<file path="config.mk">
export PLATFORM = sky130hd
export DESIGN_NAME = esl_clk_check_cut_cnt_flat
export DESIGN_NICKNAME = d
export VERILOG_FILES = /design/src/rtl/esl_clk_check_pkg.sv /design/src/rtl/esl_clk_check_cut_cnt_if.sv /design/src/rtl/esl_clk_check_sync.sv /design/src/rtl/esl_clk_check_cut_cnt.sv /design/src/flat_wrapper.sv
export SDC_FILE = /design/constraint.sdc
export NUM_CORES = 1
export LEC_CHECK = 0
export CAP_MARGIN = 20
export CORE_ASPECT_RATIO = 2
export CORE_UTILIZATION = 35
export DETAILED_ROUTE_END_ITERATION = 16
export GPL_TIMING_DRIVEN = 0
export PLACE_DENSITY = 0.57
export REMOVE_ABC_BUFFERS = 1
export SYNTH_ARGS = -nofsm -noshare
export SYNTH_HDL_FRONTEND = slang
export SYNTH_SLANG_ARGS = --single-unit
</file>
<file path="constraint.sdc">
create_clock -name cut_clk -period 2.7 [get_ports cut_clk]
set_clock_uncertainty 0.1 [all_clocks]
set_input_delay 0.81 -clock cut_clk [delete_from_list [all_inputs] [get_ports cut_clk]]
set_output_delay 0.81 -clock cut_clk [all_outputs]
set_load 0.02 [all_outputs]
</file>
<file path="src/rtl/esl_clk_check_pkg.sv">
// Shared types and default sizing for the clock-check counter and its frequency comparator.
package esl_clk_check_pkg;

    localparam int unsigned BIT_WD_DEF      = 24;
    localparam int unsigned SYNC_STAGES_DEF = 2;

    typedef enum logic [1:0] {
        IDLE,
        COUNT,
        CAPTURE
    } state_e;

endpackage

</file>
<file path="src/rtl/esl_clk_check_cut_cnt_if.sv">
// Window-enable request and captured-count result bundle between the window source and the counter.
interface esl_clk_check_cut_cnt_if
    import esl_clk_check_pkg::*;
#(
    parameter int unsigned BIT_WD = BIT_WD_DEF
);

    logic              window_en;
    logic [BIT_WD:0]   cut_count_end_val;
    logic              end_val_valid;
    logic              count_sat;
    logic              busy;

    modport master (
        output window_en,
        input  cut_count_end_val,
        input  end_val_valid,
        input  count_sat,
        input  busy
    );

    modport slave (
        input  window_en,
        output cut_count_end_val,
        output end_val_valid,
        output count_sat,
        output busy
    );

endinterface

</file>
<file path="src/rtl/esl_clk_check_sync.sv">
// Multi-flop synchroniser bringing the reference-domain window level into cut_clk.
module esl_clk_check_sync #(
    parameter int unsigned SYNC_STAGES = 2
) (
    input  logic cut_clk,
    input  logic reset,
    input  logic async_in,
    output logic sync_out
);

    (* preserve, async_reg = "true" *) logic [SYNC_STAGES-1:0] sync_q;

    always_ff @(posedge cut_clk or posedge reset) begin
        if (reset) begin
            sync_q <= '0;
        end else begin
            sync_q <= {sync_q[SYNC_STAGES-2:0], async_in};
        end
    end

    assign sync_out = sync_q[SYNC_STAGES-1];

endmodule

</file>
<file path="src/rtl/esl_clk_check_cut_cnt.sv">
// Counts cut_clk cycles while the synchronised window is open and captures the total at window end.
module esl_clk_check_cut_cnt
    import esl_clk_check_pkg::*;
#(
    parameter int unsigned BIT_WD      = BIT_WD_DEF,
    parameter int unsigned SYNC_STAGES = SYNC_STAGES_DEF
) (
    input  logic                    cut_clk,
    input  logic                    reset,
    esl_clk_check_cut_cnt_if.slave  bus
);

    typedef logic [BIT_WD:0] cnt_t;

    localparam cnt_t CNT_MAX = {(BIT_WD + 1){1'b1}};

    logic   win_s;
    state_e state_q, state_d;
    cnt_t   cnt_q, cnt_d;
    logic   sat_q, sat_d;
    cnt_t   end_val_q, end_val_d;
    logic   count_sat_q, count_sat_d;
    logic   valid_q, valid_d;

    esl_clk_check_sync #(
        .SYNC_STAGES (SYNC_STAGES)
    ) u_sync (
        .cut_clk  (cut_clk),
        .reset    (reset),
        .async_in (bus.window_en),
        .sync_out (win_s)
    );

    always_comb begin
        state_d     = state_q;
        cnt_d       = cnt_q;
        sat_d       = sat_q;
        end_val_d   = end_val_q;
        count_sat_d = count_sat_q;
        valid_d     = 1'b0;
        unique case (state_q)
            IDLE: begin
                cnt_d = '0;
                if (win_s) begin
                    state_d = COUNT;
                    cnt_d   = cnt_t'(1);
                end
            end
            COUNT: begin
                if (win_s) begin
                    // Hold at all-ones; a further high cycle marks the window as saturated.
                    if (cnt_q == CNT_MAX) begin
                        sat_d = 1'b1;
                    end else begin
                        cnt_d = cnt_q + cnt_t'(1);
                    end
                end else begin
                    // Result registers load on entry so the pulse is high during CAPTURE.
                    state_d     = CAPTURE;
                    end_val_d   = cnt_q;
                    count_sat_d = sat_q;
                    valid_d     = 1'b1;
                end
            end
            CAPTURE: begin
                sat_d = 1'b0;
                if (win_s) begin
                    state_d = COUNT;
                    cnt_d   = cnt_t'(1);
                end else begin
                    state_d = IDLE;
                    cnt_d   = '0;
                end
            end
            default: begin
                state_d = IDLE;
                cnt_d   = '0;
                sat_d   = 1'b0;
            end
        endcase
    end

    always_ff @(posedge cut_clk or posedge reset) begin
        if (reset) begin
            state_q     <= IDLE;
            cnt_q       <= '0;
            sat_q       <= 1'b0;
            end_val_q   <= '0;
            count_sat_q <= 1'b0;
            valid_q     <= 1'b0;
        end else begin
            state_q     <= state_d;
            cnt_q       <= cnt_d;
            sat_q       <= sat_d;
            end_val_q   <= end_val_d;
            count_sat_q <= count_sat_d;
            valid_q     <= valid_d;
        end
    end

    assign bus.cut_count_end_val = end_val_q;
    assign bus.end_val_valid     = valid_q;
    assign bus.count_sat         = count_sat_q;
    assign bus.busy              = (state_q == COUNT);

endmodule

</file>
<file path="src/flat_wrapper.sv">
// flat-port wrapper written by rule: the top's interface ports become plain ports
module esl_clk_check_cut_cnt_flat import esl_clk_check_pkg::*;
#(
    parameter int unsigned BIT_WD      = BIT_WD_DEF,
    parameter int unsigned SYNC_STAGES = SYNC_STAGES_DEF
)
  (cut_clk, reset, bus_window_en, bus_cut_count_end_val, bus_end_val_valid, bus_count_sat, bus_busy);
  esl_clk_check_cut_cnt_if #(.BIT_WD(BIT_WD)) bus_i ();
  input  logic cut_clk;
  input  logic reset;
  input wire logic [$bits(bus_i.window_en)-1:0] bus_window_en;
  output wire logic [$bits(bus_i.cut_count_end_val)-1:0] bus_cut_count_end_val;
  output wire logic [$bits(bus_i.end_val_valid)-1:0] bus_end_val_valid;
  output wire logic [$bits(bus_i.count_sat)-1:0] bus_count_sat;
  output wire logic [$bits(bus_i.busy)-1:0] bus_busy;
  assign bus_i.window_en = bus_window_en;
  assign bus_cut_count_end_val = bus_i.cut_count_end_val;
  assign bus_end_val_valid = bus_i.end_val_valid;
  assign bus_count_sat = bus_i.count_sat;
  assign bus_busy = bus_i.busy;
  esl_clk_check_cut_cnt #(.BIT_WD(BIT_WD), .SYNC_STAGES(SYNC_STAGES)) u_core (.cut_clk(cut_clk), .reset(reset), .bus(bus_i));
endmodule
</file>
Word-level counts from Yosys, hierarchy flattened:

Cells that the tools add are included.

* register bits: 57
* bits of input ports: 3
* output and inout port bits: 28
* word-level logic and storage cells: 37

* add/subtract/negate cells: 1
* equal/unequal tests: 8
* mux-type cells: 13
* bitwise logic cells: 2
* reduce and logical (&&, ||, !) cells: 6

Operator list (number)
* 25-bit 2-to-1 mux: 2
* 25-bit one-hot mux with 2 select lines: 1
* 25-bit by 1-bit adder with 25-bit output, second input constant: 1
* 25-bit equality test, second input constant: 1
* 1-bit 2-to-1 mux: 6
* 2-bit != test, second input constant: 3
* 2-bit one-hot mux with 3 select lines: 1
* 2-bit AND reduction: 3
* 2-bit 2-to-1 mux: 2
* 2-bit by 1-bit != test with 1-bit output, second input constant: 2
* 3-bit AND reduction: 1
* 2-bit by 1-bit equality test with 1-bit output, second input constant: 1
* 2-bit equality test, second input constant: 1
* 2-bit zero test: 1
* 1-bit inverter: 2
* 1-bit one-hot mux with 2 select lines: 1
* 2-bit OR reduction: 1

Depth between registers and ports, before layout:

* word-level depth: 4
* gate-level depth with buffers: 7
* mapped depth without buffers: 5

Hierarchy:

Synthesis repeated with hierarchy kept, for this count alone.

* cells, all modules: 220
* area, all modules: 2527.4 um^2

Modules (own cells, without submodules)
* esl_clk_check_cut_cnt: times used 1, cells an instance 217, area each 2473.6 um^2, seq. area each 1376.3 um^2
* esl_clk_check_sync: times used 1, cells an instance 3, area each 53.8 um^2, seq. area each 50.0 um^2

Worst setup path before layout:

Ideal clock, no wire load.

* path kind: register -> output
* from: register u_core.state_q[1]
* to: output bus_busy
* arrival: 1180 ps
* path slack: 610 ps
* stages on the path, launching flop included: 5
* cell sequence: dfrtp_1 > nand2b_1 > inv_2 > buf_2 > buf_2

* cells in the longest elaborated chain, start to end: 1

Ends and longest elaborated chain
* from (decl): line esl_clk_check_cut_cnt.sv:18 `state_e state_q, state_d;`
* from (signal assigned): line esl_clk_check_cut_cnt.sv:92 `state_q <= state_d;`
* 2-bit by 1-bit equality test with 1-bit output: line esl_clk_check_cut_cnt.sv:104 `assign bus.busy = (state_q == COUNT);`
* to (decl): line flat_wrapper.sv:15 `output wire logic [$bits(bus_i.busy)-1:0] bus_busy;`

No other way between the ends.

Worst setup path after layout:

Same ends and word-level chain as after synthesis.

==> run summary <==
TritonRoute pass-1 iters -> 4
Yosys reg bits -> 57
Cell Area, Synth -> 2870 µm²
commonest cells in the synthesized netlist -> 57 x dfrtp_1, 32 x nand2_1, 21 x mux2i_1
vias in the first global route -> 2,064
core area -> 7940 µm²
Rel. slew slack -> 0.436
Nets -> 276
Post-synth EDFFs -> 0
Leakage -> 0.00151 µW
hpwl dp -> 4050 µm
CTS tree -> built
Arr. time, crit path -> 1.69 ns
Antenna Violating Nets Remaining -> 0
asr flop ratio synth -> 1.00
clock sink total -> 57
boundary pin count -> 31
number of remaining DRC errors -> 0
first-pass GRT wire length -> 10,400 µm
number of buffers inserted by port buffering -> 30
via/cell ratio -> 5.37
Synth area leaders -> dfrtp_1 50%, mux2i_1 7.3%, mux2_2 5.9%
placed cells -> 355
post-synthesis sequential area ratio -> 0.497
Hold WS -> 0.253 ns
Yosys cell types -> 43
Synth Instances -> 242
Diodes inserted -> 0
largest net degree at the start of global routing -> 30
Max IR drop VDD -> 0.369 mV
Post-Syn Area per Cell -> 11.9 µm²
setup TNS -> 0 ns
clock-pin transition on the worst setup and hold timing paths -> 0.05 ns
worst path required time -> 1.79 ns
GRT overflow -> 0
Final Non-Filler Cells -> 373
final hold vios -> 0
latest clock arrival within the worst-skew pair -> 0.32 ns
critical path launch point type -> register
Placer Congestion -> 0.744
fraction of layout cells with a size suffix above 1 -> 0.213
count leader, synth -> dfrtp_1
Core Rows -> 46
synth warn -> 0
CTS buffer count -> 9
hold crit path type -> register to register
Slew @ Worst Pin -> 0.845 ns
placed cell area -> 3220 µm²
post-route minimum period -> 2.60 ns
per-cell routed wire length -> 16.0 µm
status -> completed
Die Area -> 8590 µm²
final core occ -> 0.450
Final Cycle Share -> 0.963
area grow syn2layout -> 24.5%
Max FO, Critical Path -> 22
Synth Flop Type -> dfrtp_1
setup violators final -> 0
CTS Root Cell -> clkbuf_16
1st-iter DRT viols -> 55
Synth area leader -> dfrtp_1
post-route cell area -> 3580 µm²
max frequency -> 384 MHz
Max Cap Viol -> 0
Die Height -> 130 µm
Vias -> 2,003
RSZ-0062 raised after global routing -> no
final wirelength -> 5960 µm
CP Capture Type -> output pin
Die W -> 66.1 µm
Overall Global Routing Usage -> 0.164
critical path type -> register to output pin
H-tree depth -> 3
fraction of synthesized cell area taken by the top area cell type -> 0.497
initial antenna violation count -> 0
pwr/cell area -> 606 nW/µm²
worst-case clock buffer depth -> 2
starting density of the core -> 0.362
final max-slew violation count -> 0
## critical path, stage by stage, from the launching register on
cell,delay [ns]
dfrtp_1,0.41
nand2b_2,0.31
bufinv_16,0.30
dlygate4sd2_1,0.34
## per-stage QoR
stage	power (µW)	setup WS (ns)
3_3_place_gp	1010	-0.729
2_1_floorplan	971	0.390
3_5_place_dp	1020	-0.221
4_1_cts	2200	0.0770
6_report	2170	0.0986
5_1_grt	2260	0.0219
## metal layers
layer / part of all wire / track usage
met4: 0.030 / 0.0876
met1: 0.40 / 0.182
met2: 0.54 / 0.282
met3: 0.030 / 0.0376
met5: 0 / 0
## layout by cell type, fill, tap and decap left out, drive strengths merged, types with 7 or more instances in the layout
master	synthesis	routed
clkbuf	1	14
mux2	26	26
nand3	10	10
mux2i	21	21
nand4	7	7
nand2	32	32
dfrtp	57	57
nand2b	18	18
clkdlybuf4s50	0	29
a31oi	8	8
## state kept, by name (all words and copies together) (netlist names)
register                      cells
u_core.state_q                    2
u_core.bus.end_val_valid          1
u_core.cnt_q                     25
u_core.bus.cut_count_end_val     25
u_core.sat_q                      1
u_core.bus.count_sat              1
u_core.u_sync.sync_q              2
## cell type report
class                   count  area, µm²
repair inverters            1       8.76
fillers                   748       4370
well taps                  96        120
clock inverters             2       35.0
multi-input cells         164       1320
repair buffers             33        345
clock buffers              14        274
flip-flops and latches     57       1430
inverters                   6       48.8
## path summary, 6_finish.rpt
| check | slack [ns] | endpoint | start | cells past startpoint |
|---|---|---|---|---|
| worst max register to register | 0.48 | u_core.bus.cut_count_end_val[18] | u_core.state_q[1] | 4 |
| worst min register to register | 0.25 | u_core.u_sync.sync_q[1] | u_core.u_sync.sync_q[0] | 0 |
| max in group asynchronous | 1.12 | u_core.cnt_q[19] | reset | 3 |
| worst min-delay path | 0.25 | u_core.u_sync.sync_q[1] | u_core.u_sync.sync_q[0] | 0 |
| min in group asynchronous | 0.80 | u_core.bus.cut_count_end_val[2] | reset | 2 |
| worst max-delay path | 0.1 | bus_busy | u_core.state_q[1] | 3 |
## repair_timing
| action | CTS | global route |
|---|---|---|
| setup buffers | 0 | 0 |
| gates resized for setup | 6 | 0 |
| hold endpoints to repair | 0 | 0 |
| hold buffers | 0 | 0 |
| setup endpoints to repair | 1 | 0 |
## where the power goes
part	internal [µW]	switching, µW
registers	871	13.4
clock network	787	364
logic	54.6	77.2
## cell families after synthesis
logic type | after synthesis | synth area share
flops | 57 | 0.497
simple gates | 89 | 0.186
mux | 47 | 0.175
buf+inv | 21 | 0.0453
compound gates | 27 | 0.0924
fa+ha+maj | 1 | 0.00436
(Power assumes the default switching activity.)
